**src/rtl/regfile_wb_arbiter_pkg.sv**
```systemverilog
// Shared encodings and constants for the register-file write-back arbiter.
// The optional forwarding outputs are controlled by the REGFILE_WB_FORWARD_EN macro.
package regfile_wb_arbiter_pkg;

    typedef enum logic {
        PrioLsu = 1'b0,
        PrioAlu = 1'b1
    } arb_state_e;

    localparam int unsigned X0_IDX = 0;
    // Wide enough for MAX_WAIT up to 15.
    localparam int unsigned WAIT_W = 4;

    function automatic int unsigned addr_width(input int unsigned count);
        return (count > 1) ? $clog2(count) : 1;
    endfunction

endpackage

```
**src/rtl/wb_scoreboard.sv**
```systemverilog
// Pending-write scoreboard: one bit per architectural register, with one set port,
// one clear port and two lookup ports. The bit for x0 is never set.
module wb_scoreboard
    import regfile_wb_arbiter_pkg::*;
#(
    parameter int unsigned REG_COUNT = 32,
    parameter int unsigned AW        = 5
) (
    input  logic                 clk,
    input  logic                 rst_n,
    input  logic                 set_en,
    input  logic [AW-1:0]        set_addr,
    input  logic                 clr_en,
    input  logic [AW-1:0]        clr_addr,
    input  logic [AW-1:0]        lookup_a_addr,
    input  logic [AW-1:0]        lookup_b_addr,
    output logic                 lookup_a_busy,
    output logic                 lookup_b_busy,
    output logic [REG_COUNT-1:0] pending
);

    logic [REG_COUNT-1:0] sb_d;
    logic [REG_COUNT-1:0] sb_q;

    // Set is applied after clear so a same-edge set of the same register wins.
    always_comb begin
        sb_d = sb_q;
        for (int i = 1; i < int'(REG_COUNT); i++) begin
            if (clr_en && clr_addr == AW'(i)) begin
                sb_d[i] = 1'b0;
            end
            if (set_en && set_addr == AW'(i)) begin
                sb_d[i] = 1'b1;
            end
        end
        sb_d[X0_IDX] = 1'b0;
    end

    always_ff @(posedge clk or negedge rst_n) begin
        if (!rst_n) begin
            sb_q <= '0;
        end else begin
            sb_q <= sb_d;
        end
    end

    assign lookup_a_busy = sb_q[lookup_a_addr];
    assign lookup_b_busy = sb_q[lookup_b_addr];
    assign pending       = sb_q;

endmodule

```
**src/rtl/regfile_wb_arbiter.sv**
```systemverilog
// Arbitrates the single register-file write port between ALU and LSU write-back, LSU
// preferred with a bounded ALU wait; optional forwarding via REGFILE_WB_FORWARD_EN.
module regfile_wb_arbiter
    import regfile_wb_arbiter_pkg::*;
#(
    parameter int unsigned DATA_WIDTH = 32,
    parameter int unsigned REG_COUNT  = 32,
    parameter int unsigned MAX_WAIT   = 4,
    localparam int unsigned AW        = addr_width(REG_COUNT)
) (
    input  logic                  clk_i,
    input  logic                  reset_l_i,
    input  logic                  alu_valid_i,
    output logic                  alu_ready_o,
    input  logic [AW-1:0]         alu_rd_i,
    input  logic [DATA_WIDTH-1:0] alu_data_i,
    input  logic                  lsu_valid_i,
    output logic                  lsu_ready_o,
    input  logic [AW-1:0]         lsu_rd_i,
    input  logic [DATA_WIDTH-1:0] lsu_data_i,
    input  logic                  issue_valid_i,
    input  logic [AW-1:0]         issue_rd_i,
    output logic                  issue_ready_o,
    input  logic [AW-1:0]         rs1_addr_i,
    input  logic [AW-1:0]         rs2_addr_i,
    output logic                  rs1_busy_o,
    output logic                  rs2_busy_o,
`ifdef REGFILE_WB_FORWARD_EN
    output logic                  rs1_fwd_o,
    output logic                  rs2_fwd_o,
    output logic [DATA_WIDTH-1:0] fwd_data_o,
`endif
    output logic                  rf_we_o,
    output logic [AW-1:0]         rf_addr_o,
    output logic [DATA_WIDTH-1:0] rf_data_o
);

    localparam logic [WAIT_W-1:0] WaitLimit = WAIT_W'(MAX_WAIT - 1);
    localparam logic [AW-1:0]     X0Addr    = AW'(X0_IDX);

    arb_state_e            state_q;
    logic [WAIT_W-1:0]     wait_cnt_q;
    logic                  rf_we_q;
    logic [AW-1:0]         rf_addr_q;
    logic [DATA_WIDTH-1:0] rf_data_q;

    logic                  alu_xfer;
    logic                  lsu_xfer;
    logic                  alu_stall;
    logic                  wb_xfer;
    logic [AW-1:0]         wb_rd;
    logic [DATA_WIDTH-1:0] wb_data;
    logic                  sb_set;
    logic                  sb_rs1_busy;
    logic                  sb_rs2_busy;
    logic [REG_COUNT-1:0]  sb_pending;

    // The two transfers are mutually exclusive by construction of the ready terms.
    always_comb begin
        alu_ready_o = (state_q == PrioAlu) || !lsu_valid_i;
        lsu_ready_o = (state_q == PrioLsu) || !alu_valid_i;
        alu_xfer    = alu_valid_i && alu_ready_o;
        lsu_xfer    = lsu_valid_i && lsu_ready_o;
        alu_stall   = alu_valid_i && !alu_ready_o;
        wb_xfer     = alu_xfer || lsu_xfer;
        wb_rd       = lsu_xfer ? lsu_rd_i : alu_rd_i;
        wb_data     = lsu_xfer ? lsu_data_i : alu_data_i;
    end

    always_ff @(posedge clk_i or negedge reset_l_i) begin
        if (!reset_l_i) begin
            state_q    <= PrioLsu;
            wait_cnt_q <= '0;
            rf_we_q    <= 1'b0;
            rf_addr_q  <= '0;
            rf_data_q  <= '0;
        end else begin
            case (state_q)
                PrioLsu: begin
                    if (alu_stall && wait_cnt_q == WaitLimit) begin
                        state_q <= PrioAlu;
                    end
                end
                PrioAlu: begin
                    if (alu_xfer || !alu_valid_i) begin
                        state_q <= PrioLsu;
                    end
                end
                default: state_q <= PrioLsu;
            endcase

            if (alu_xfer || !alu_valid_i) begin
                wait_cnt_q <= '0;
            end else if (alu_stall && wait_cnt_q != WaitLimit) begin
                wait_cnt_q <= wait_cnt_q + WAIT_W'(1);
            end

            // x0 write-backs handshake normally but never assert the write enable.
            rf_we_q <= wb_xfer && (wb_rd != X0Addr);
            if (wb_xfer) begin
                rf_addr_q <= wb_rd;
                rf_data_q <= wb_data;
            end
        end
    end

    assign issue_ready_o = !sb_pending[issue_rd_i];
    assign sb_set        = issue_valid_i && issue_ready_o && (issue_rd_i != X0Addr);

    wb_scoreboard #(
        .REG_COUNT (REG_COUNT),
        .AW        (AW)
    ) u_scoreboard (
        .clk           (clk_i),
        .rst_n         (reset_l_i),
        .set_en        (sb_set),
        .set_addr      (issue_rd_i),
        .clr_en        (rf_we_q),
        .clr_addr      (rf_addr_q),
        .lookup_a_addr (rs1_addr_i),
        .lookup_b_addr (rs2_addr_i),
        .lookup_a_busy (sb_rs1_busy),
        .lookup_b_busy (sb_rs2_busy),
        .pending       (sb_pending)
    );

    assign rf_we_o   = rf_we_q;
    assign rf_addr_o = rf_addr_q;
    assign rf_data_o = rf_data_q;

`ifdef REGFILE_WB_FORWARD_EN
    assign rs1_fwd_o  = rf_we_q && (rf_addr_q == rs1_addr_i) && (rs1_addr_i != X0Addr);
    assign rs2_fwd_o  = rf_we_q && (rf_addr_q == rs2_addr_i) && (rs2_addr_i != X0Addr);
    assign fwd_data_o = rf_data_q;
    assign rs1_busy_o = sb_rs1_busy && !rs1_fwd_o;
    assign rs2_busy_o = sb_rs2_busy && !rs2_fwd_o;
`else
    assign rs1_busy_o = sb_rs1_busy;
    assign rs2_busy_o = sb_rs2_busy;
`endif

endmodule

```
**config.mk**
```make
export PLATFORM = sky130hd
export DESIGN_NAME = regfile_wb_arbiter
export DESIGN_NICKNAME = d
export VERILOG_FILES = /design/src/rtl/regfile_wb_arbiter_pkg.sv /design/src/rtl/wb_scoreboard.sv /design/src/rtl/regfile_wb_arbiter.sv
export SDC_FILE = /design/constraint.sdc
export NUM_CORES = 1
export LEC_CHECK = 0
export ABC_AREA = 1
export CAP_MARGIN = 20
export CORE_ASPECT_RATIO = 1.5
export CORE_MARGIN = 5
export CORE_UTILIZATION = 55
export CTS_BUF_LIST = sky130_fd_sc_hd__clkbuf_16
export DETAILED_ROUTE_END_ITERATION = 7
export DONT_BUFFER_PORTS = 1
export PLACE_DENSITY = 0.7
export SLEW_MARGIN = 20
export SYNTH_ARGS = -nofsm -noshare
export SYNTH_HDL_FRONTEND = slang
export SYNTH_HIERARCHICAL = 1
export SYNTH_SLANG_ARGS = --single-unit
```
**constraint.sdc**
```tcl
create_clock -name clk_i -period 4.23 [get_ports clk_i]
set_input_delay 1.269 -clock clk_i [delete_from_list [all_inputs] [get_ports clk_i]]
set_output_delay 1.269 -clock clk_i [all_outputs]
set_load 0.03 [all_outputs]
```
==> flow_metrics.env, run 1 <==
export IMPL_hpwlAfterDp_mm=10.75
export IMPL_drtAntennaViolNets=0
export IMPL_synth_top_cell_by_area="dfrtp_1"
export IMPL_synth_seq_cells=74
export IMPL_finalNetCount=737
export IMPL_synthesis_yosys_warnings=6
export IMPL_crit_slowest_cell="inv_1"
export IMPL_critPathTopFamily="simple AND/OR/NAND/NOR gates"
export IMPL_dieArea_um2=10060
export IMPL_synth_top_cells_by_area="dfrtp_1, nand2_1, nand3_1"
export IMPL_fmax_mhz=294.3
export IMPL_row_count=40
export IMPL_tritoncts="yes"
export IMPL_post_cts_resized_instances=0
export IMPL_clockRootBuffer="clkbuf_16"
export IMPL_cts_htree_levels=3
export IMPL_ir_drop_v=0.0003444
export IMPL_crit_path_frequent_cell="nand2_1"
export IMPL_final_antenna_diode_count=0
export IMPL_finalSetupTns_ns=0
export IMPL_status="finished, final reports clean"
export IMPL_timing_critical_path_fanout_max=20
export IMPL_timing_critical_path_arrival_ns=2.13
export IMPL_worstSetupPathType="primary input to output port"
export IMPL_hold_class="flip-flop to flip-flop"
export IMPL_vias_per_cell=5.763
export IMPL_reported_leakage_power_nw=2.329
export IMPL_most_common_layout_cells="nand2_1, nand3_1, dfrtp_1"
export IMPL_fin_area_um2=4725
export IMPL_place_area_um2=4414
export IMPL_total_power_mw=2.517
export IMPL_die_height_um=120.4
export IMPL_area_delta_synth_final_pct=5.770
export IMPL_drt_wl_total_mm=14.21
export IMPL_overall_global_routing_usage=0.2870
export IMPL_cts_max_path_buffers=2
export IMPL_die_width_um=83.58
export IMPL_antenna_violations_before_repair=0
export IMPL_mostFrequentLayoutCell="nand2_1"
export IMPL_post_route_cells_drive_above_1_share=0.05719
export IMPL_post_cts_buffers=0
export IMPL_gpl_final_weighted_congestion=1.028
export IMPL_final_period_utilization=0.8032
export IMPL_power_per_cell_area_nw_per_um2=532.8
export IMPL_core_area_um2=7958
export IMPL_endpoint_kind="output port"
export IMPL_wl_per_cell_um=18.89
export IMPL_mappedNetlistNets=754
export IMPL_crit_path_cell_trace="inv_4 -> nand2_1 -> nand3_1 -> nand3_1 -> nand2_1 -> nand2_1 -> nand2_1 -> nand2_1 -> nand2_1 -> inv_1"
export IMPL_finClkSkew_ns=0.004171
export IMPL_synth_cell_type_count=27
export IMPL_drc_errors=0
export IMPL_numPortBuffers=0
export IMPL_drt_first_pass_iters=5
export IMPL_setup_repair_after_global_routing_missed_its_margin="false"
export IMPL_grt_pass1_vias=4333
export IMPL_overflow=0
export IMPL_cts_buffers_inserted=9
export IMPL_synthesized_cell_area_um2=4467
export IMPL_crit_buf_inv=2
export IMPL_synth_seq_area_share=0.4146
export IMPL_post_synth_cell_area_avg_um2=6.778
export IMPL_clock_latency_ns=0.33
export IMPL_routed_via_count=4334
export IMPL_cts_clk_slew_worst_paths_ns=0.06
export IMPL_timing_critical_path_required_ns=2.96
export IMPL_final_worst_hold_slack_ns=0.5086
export IMPL_dr_first_iter_drc_count=378
export IMPL_report_final_slew_viol_count=0
export IMPL_worstSetupStartpointType="primary input"
export IMPL_grt_max_degree=75
export IMPL_timing_hold_violations_final=0
export IMPL_cts_hold_buffers_added=0
export IMPL_count_of_boundary_i_o_pins=137
export IMPL_initial_utilization=0.5613
export IMPL_tightest_slew_margin_relative_to_the_limit=0.4778
export IMPL_maxCapViolations=0
export IMPL_worstMarginPinSlew_ns=0.7825
export IMPL_clock_sinks=74
export IMPL_finalSetupViolCount=0
export IMPL_fin_util=0.5937
export IMPL_synth_cells=659
export IMPL_yosysTopAreaCellShare=0.4146
export IMPL_final_period_minus_worst_setup_slack_ns=3.398
export IMPL_crit_path_max_incr_delay_ns=0.16
export IMPL_global_route_wire_length_before_repair_mm=22.59
-- cells by family (layout without fill, tap and decap cells) --
kind of cell             Yosys count  after routing  synth area share
AO/OA/AOI/OAI                     39             39           0.04426
XOR/XNOR                           2              2          0.003922
adder cells (fa/ha/maj)            1              1          0.002801
buffers and inverters             70             58           0.08207
flip-flops                        74             74            0.4146
multiplexers                       5              5           0.01120
other                              1              1         0.0008395
AND/OR/NAND/NOR                  467            467            0.4403
-- flip-flops by register name, indices dropped and copies added (netlist names) --
register,flops
state_q,1
rf_we_o,1
rf_addr_o,5
u_scoreboard/pending,31
wait_cnt_q,4
rf_data_o,32
-- synth_stat cells, drive strengths merged --
master  count
dfrtp      74
nor2       33
nand4       1
nand3     141
xor2        1
mux2i       5
clkinv      1
buf        21
ha          1
clkbuf     10
conb        1
or2         2
o31ai       1
o21ai      38
xnor2       1
inv        38
nand2     290
-- path summary, 6_finish.rpt --
kind / from / end / slack, ns / depth (start not counted)
setup / recovery: issue_rd_i[0] / issue_ready_o / 0.83 / 10
hold / removal: wait_cnt_q[1]$_DFFE_PN0P_ / wait_cnt_q[1]$_DFFE_PN0P_ / 0.51 / 2
setup reg to reg: u_scoreboard/pending[9]$_DFFE_PN0P_ / u_scoreboard/pending[26]$_DFFE_PN0P_ / 2.27 / 13
hold reg to reg: wait_cnt_q[1]$_DFFE_PN0P_ / wait_cnt_q[1]$_DFFE_PN0P_ / 0.51 / 2
max in group asynchronous: reset_l_i / u_scoreboard/pending[2]$_DFFE_PN0P_ / 3.48 / 0
min in group asynchronous: reset_l_i / rf_data_o[10]$_DFFE_PN0P_ / 0.63 / 0
-- worst reg2reg max path: stages (launching register included) --
cell,delay [ns]
dfrtp_1,0.47
nand2_1,0.15
nand3_1,0.09
nand3_1,0.08
nand2_1,0.05
nand2_1,0.05
nand2_1,0.05
nand2_1,0.05
nand2_1,0.10
nor2_2,0.11
nand2_1,0.09
inv_1,0.41
nand2_1,0.12
nand2_1,0.09
-- power by group --
| part | switching (mW) | internal, mW |
|---|---|---|
| Clock | 0.277 | 0.509 |
| Combinational | 0.315 | 0.183 |
| Sequential | 0.357 | 0.876 |
| Total | 0.949 | 1.57 |
-- area by class of cell --
| cell class | count | area (um^2) |
|---|---|---|
| clock buffer | 9 | 225.2 |
| fill | 775 | 3233 |
| timing repair buffer | 3 | 22.52 |
| clock inverter | 7 | 85.08 |
| multi-input combinational | 515 | 2248 |
| inverter | 39 | 160.2 |
| sequential | 74 | 1852 |
| tap | 105 | 131.4 |
-- per-stage QoR --
stage,worst slack (ns),std cells
3_5_place_dp,0.8422,736
2_1_floorplan,0.7910,659
4_1_cts,0.8382,752
3_3_place_gp,0.8694,736
5_1_grt,0.7351,752
6_report,0.8324,752
-- routing by layer --
metal | up-vias | track usage | routed length, um
li1 | 2079 | - | -
met1 | 2001 | 0.3009 | 4903
met2 | 198 | 0.4985 | 7281
met3 | 56 | 0.06544 | 992
met4 | 0 | 0.2093 | 1027
met5 | - | 0 | 0
Power figures use the tool's default switching activity.
==> inputs of run 2 (changes only) <==
clock period = 3.5 ns   (was 4.23 ns; I/O delays follow)
==> run 2 against run 1 <==
Against the previous run:
- register-to-register slack lost 0.78 ns
- routed wire length increased by 0.63%
- sequential share of layout area about the same
- worst setup slack lost 0.28 ns
- die area unchanged
- critical path depth did not move
- count of clock-buffer cells in the layout did not move
- sequential power rose by 22%
- clock power increased by 21%
- total power is 21% higher
- critical endpoint unchanged
- worst hold slack worse by 0.10 ns
- global-route usage decreased by 0.19 points
==> flow_metrics.env, run 2 (same netlist as run 1, synthesis figures left out) <==
export IMPL_ir_drop_v=0.0003943
export IMPL_most_common_layout_cells="nand2_1, nand3_1, dfrtp_1"
export IMPL_crit_buf_inv=2
export IMPL_endpoint_kind="output port"
export IMPL_routed_via_count=4379
export IMPL_grt_pass1_vias=4284
export IMPL_cts_buffers_inserted=9
export IMPL_finClkSkew_ns=0.007681
export IMPL_final_period_utilization=0.8425
export IMPL_post_cts_resized_instances=0
export IMPL_vias_per_cell=5.823
export IMPL_core_area_um2=7958
export IMPL_largest_register_ff_count=32
export IMPL_critPathTopFamily="simple AND/OR/NAND/NOR gates"
export IMPL_worstSetupStartpointType="primary input"
export IMPL_overall_global_routing_usage=0.2852
export IMPL_hold_class="primary input to async pin"
export IMPL_timing_hold_violations_final=0
export IMPL_worstSetupPathType="primary input to output port"
export IMPL_tritoncts="yes"
export IMPL_drt_wl_total_mm=14.29
export IMPL_crit_slowest_cell="inv_1"
export IMPL_global_route_wire_length_before_repair_mm=22.40
export IMPL_r2r_worst_path_cells=13
export IMPL_sequential_share_of_power=0.490
export IMPL_capturing_point_of_the_worst_reg2reg_path="u_scoreboard/pending[27]$_DFFE_PN0P_"
export IMPL_gpl_final_weighted_congestion=1.011
export IMPL_antenna_violations_before_repair=0
export IMPL_row_count=40
export IMPL_cts_clk_slew_worst_paths_ns=0.06
export IMPL_setup_repair_after_global_routing_missed_its_margin="false"
export IMPL_switching_power_mw=1.160
export IMPL_maxCapViolations=0
export IMPL_post_route_cells_drive_above_1_share=0.05564
export IMPL_finalSetupTns_ns=0
export IMPL_crit_path_max_incr_delay_ns=0.17
export IMPL_final_antenna_diode_count=0
export IMPL_crit_path_frequent_cell="nand2_1"
export IMPL_clockRootBuffer="clkbuf_16"
export IMPL_numPortBuffers=0
export IMPL_power_report_internal_total_mw=1.893
export IMPL_drt_first_pass_iters=5
export IMPL_combPwrFrac=0.199
export IMPL_reported_leakage_power_nw=2.323
export IMPL_overflow=0
export IMPL_initial_utilization=0.5613
export IMPL_grt_max_degree=75
export IMPL_timing_critical_path_fanout_max=20
export IMPL_timing_critical_path_arrival_ns=1.90
export IMPL_finalSetupViolCount=0
export IMPL_fmax_mhz=339.1
export IMPL_reg2reg_from="u_scoreboard/pending[13]$_DFFE_PN0P_"
export IMPL_pwr_share_clk=0.311
export IMPL_area_delta_synth_final_pct=5.742
export IMPL_drc_errors=0
export IMPL_worstMarginPinSlew_ns=0.7352
export IMPL_timing_critical_path_required_ns=2.45
export IMPL_wl_per_cell_um=19.01
export IMPL_final_period_minus_worst_setup_slack_ns=2.949
export IMPL_mostFrequentLayoutCell="nand2_1"
export IMPL_tightest_slew_margin_relative_to_the_limit=0.5093
export IMPL_cts_hold_buffers_added=0
export IMPL_cts_max_path_buffers=2
export IMPL_final_worst_hold_slack_ns=0.4059
export IMPL_die_height_um=120.4
export IMPL_worst_path_stages=10
export IMPL_hpwlAfterDp_mm=10.85
export IMPL_finalNetCount=737
export IMPL_post_cts_buffers=0
export IMPL_status="finished, final reports clean"
export IMPL_power_switching_fraction=0.3800
export IMPL_report_final_slew_viol_count=0
export IMPL_die_width_um=83.58
export IMPL_ff2ff_setup_slack_ns=1.49
export IMPL_clock_latency_ns=0.34
export IMPL_count_of_boundary_i_o_pins=137
export IMPL_clock_sinks=74
export IMPL_dieArea_um2=10060
export IMPL_fillCellCount=769
export IMPL_dr_first_iter_drc_count=349
export IMPL_crit_path_cell_trace="inv_4 -> nand2_1 -> nand3_1 -> nand3_1 -> nand2_1 -> nand2_1 -> nand2_1 -> nand2_1 -> nand2_1 -> inv_1"
export IMPL_cts_htree_levels=3
export IMPL_drtAntennaViolNets=0
export IMPL_power_per_cell_area_nw_per_um2=646.5
run 2: changes by cell type in the layout (fill, tap and decap cells not counted), sizes merged:
cell,before,now
inv,39,38
clkinv,4,5
run 2: power by group through the flow:
stage | clock network (mW) | registers, mW | logic (mW)
finish | 0.950 | 1.50 | 0.606
global route | 0.996 | 1.51 | 0.695
CTS | 0.957 | 1.49 | 0.602
detailed placement | 0 | 1.50 | 0.596
global placement | 0 | 1.50 | 0.578
floorplan | 0 | 1.30 | 0.508
run 2: area by class of cell:
| cell class | instances | area, um^2 | share of cell area |
|---|---|---|---|
| flip-flops and latches | 74 | 1852 | 0.3921 |
| multi-input cells | 515 | 2248 | 0.4760 |
| repair buffers | 3 | 22.52 | 0.004768 |
| well taps | 105 | 131.4 | 0.02781 |
| clock buffers | 9 | 225.2 | 0.04768 |
| inverters | 39 | 160.2 | 0.03391 |
| clock inverters | 7 | 83.83 | 0.01775 |
run 2: how the worst max path moves through the flow:
stage,from,slack (ns),end
floorplan,issue_rd_i[0],0.50,issue_ready_o
global placement,issue_rd_i[0],0.58,issue_ready_o
detailed placement,issue_rd_i[0],0.56,issue_ready_o
CTS,issue_rd_i[0],0.56,issue_ready_o
global route,issue_rd_i[0],0.46,issue_ready_o
finish,issue_rd_i[0],0.55,issue_ready_o
run 2: metrics by stage:
step | power [mW] | util | std cells | cell area [um^2] | setup WS, ns
finish | 3.054 | 0.5936 | 752 | 4723 | 0.5513
global route | 3.198 | 0.5936 | 752 | 4723 | 0.4598
CTS | 3.048 | 0.5936 | 752 | 4723 | 0.5627
detailed placement | 2.099 | 0.5547 | 736 | 4414 | 0.5640
global placement | 2.080 | 0.5547 | 736 | 4414 | 0.5797
floorplan | 1.810 | - | 659 | 4467 | 0.4990
run 2: layer usage:
| layer | global-route usage | vias to the layer above | routed length, um |
|---|---|---|---|
| li1 | - | 2091 | - |
| met1 | 0.2970 | 2010 | 4879 |
| met2 | 0.4955 | 225 | 7329 |
| met3 | 0.07635 | 53 | 1116 |
| met4 | 0.1952 | 0 | 968 |
| met5 | 0 | - | 0 |
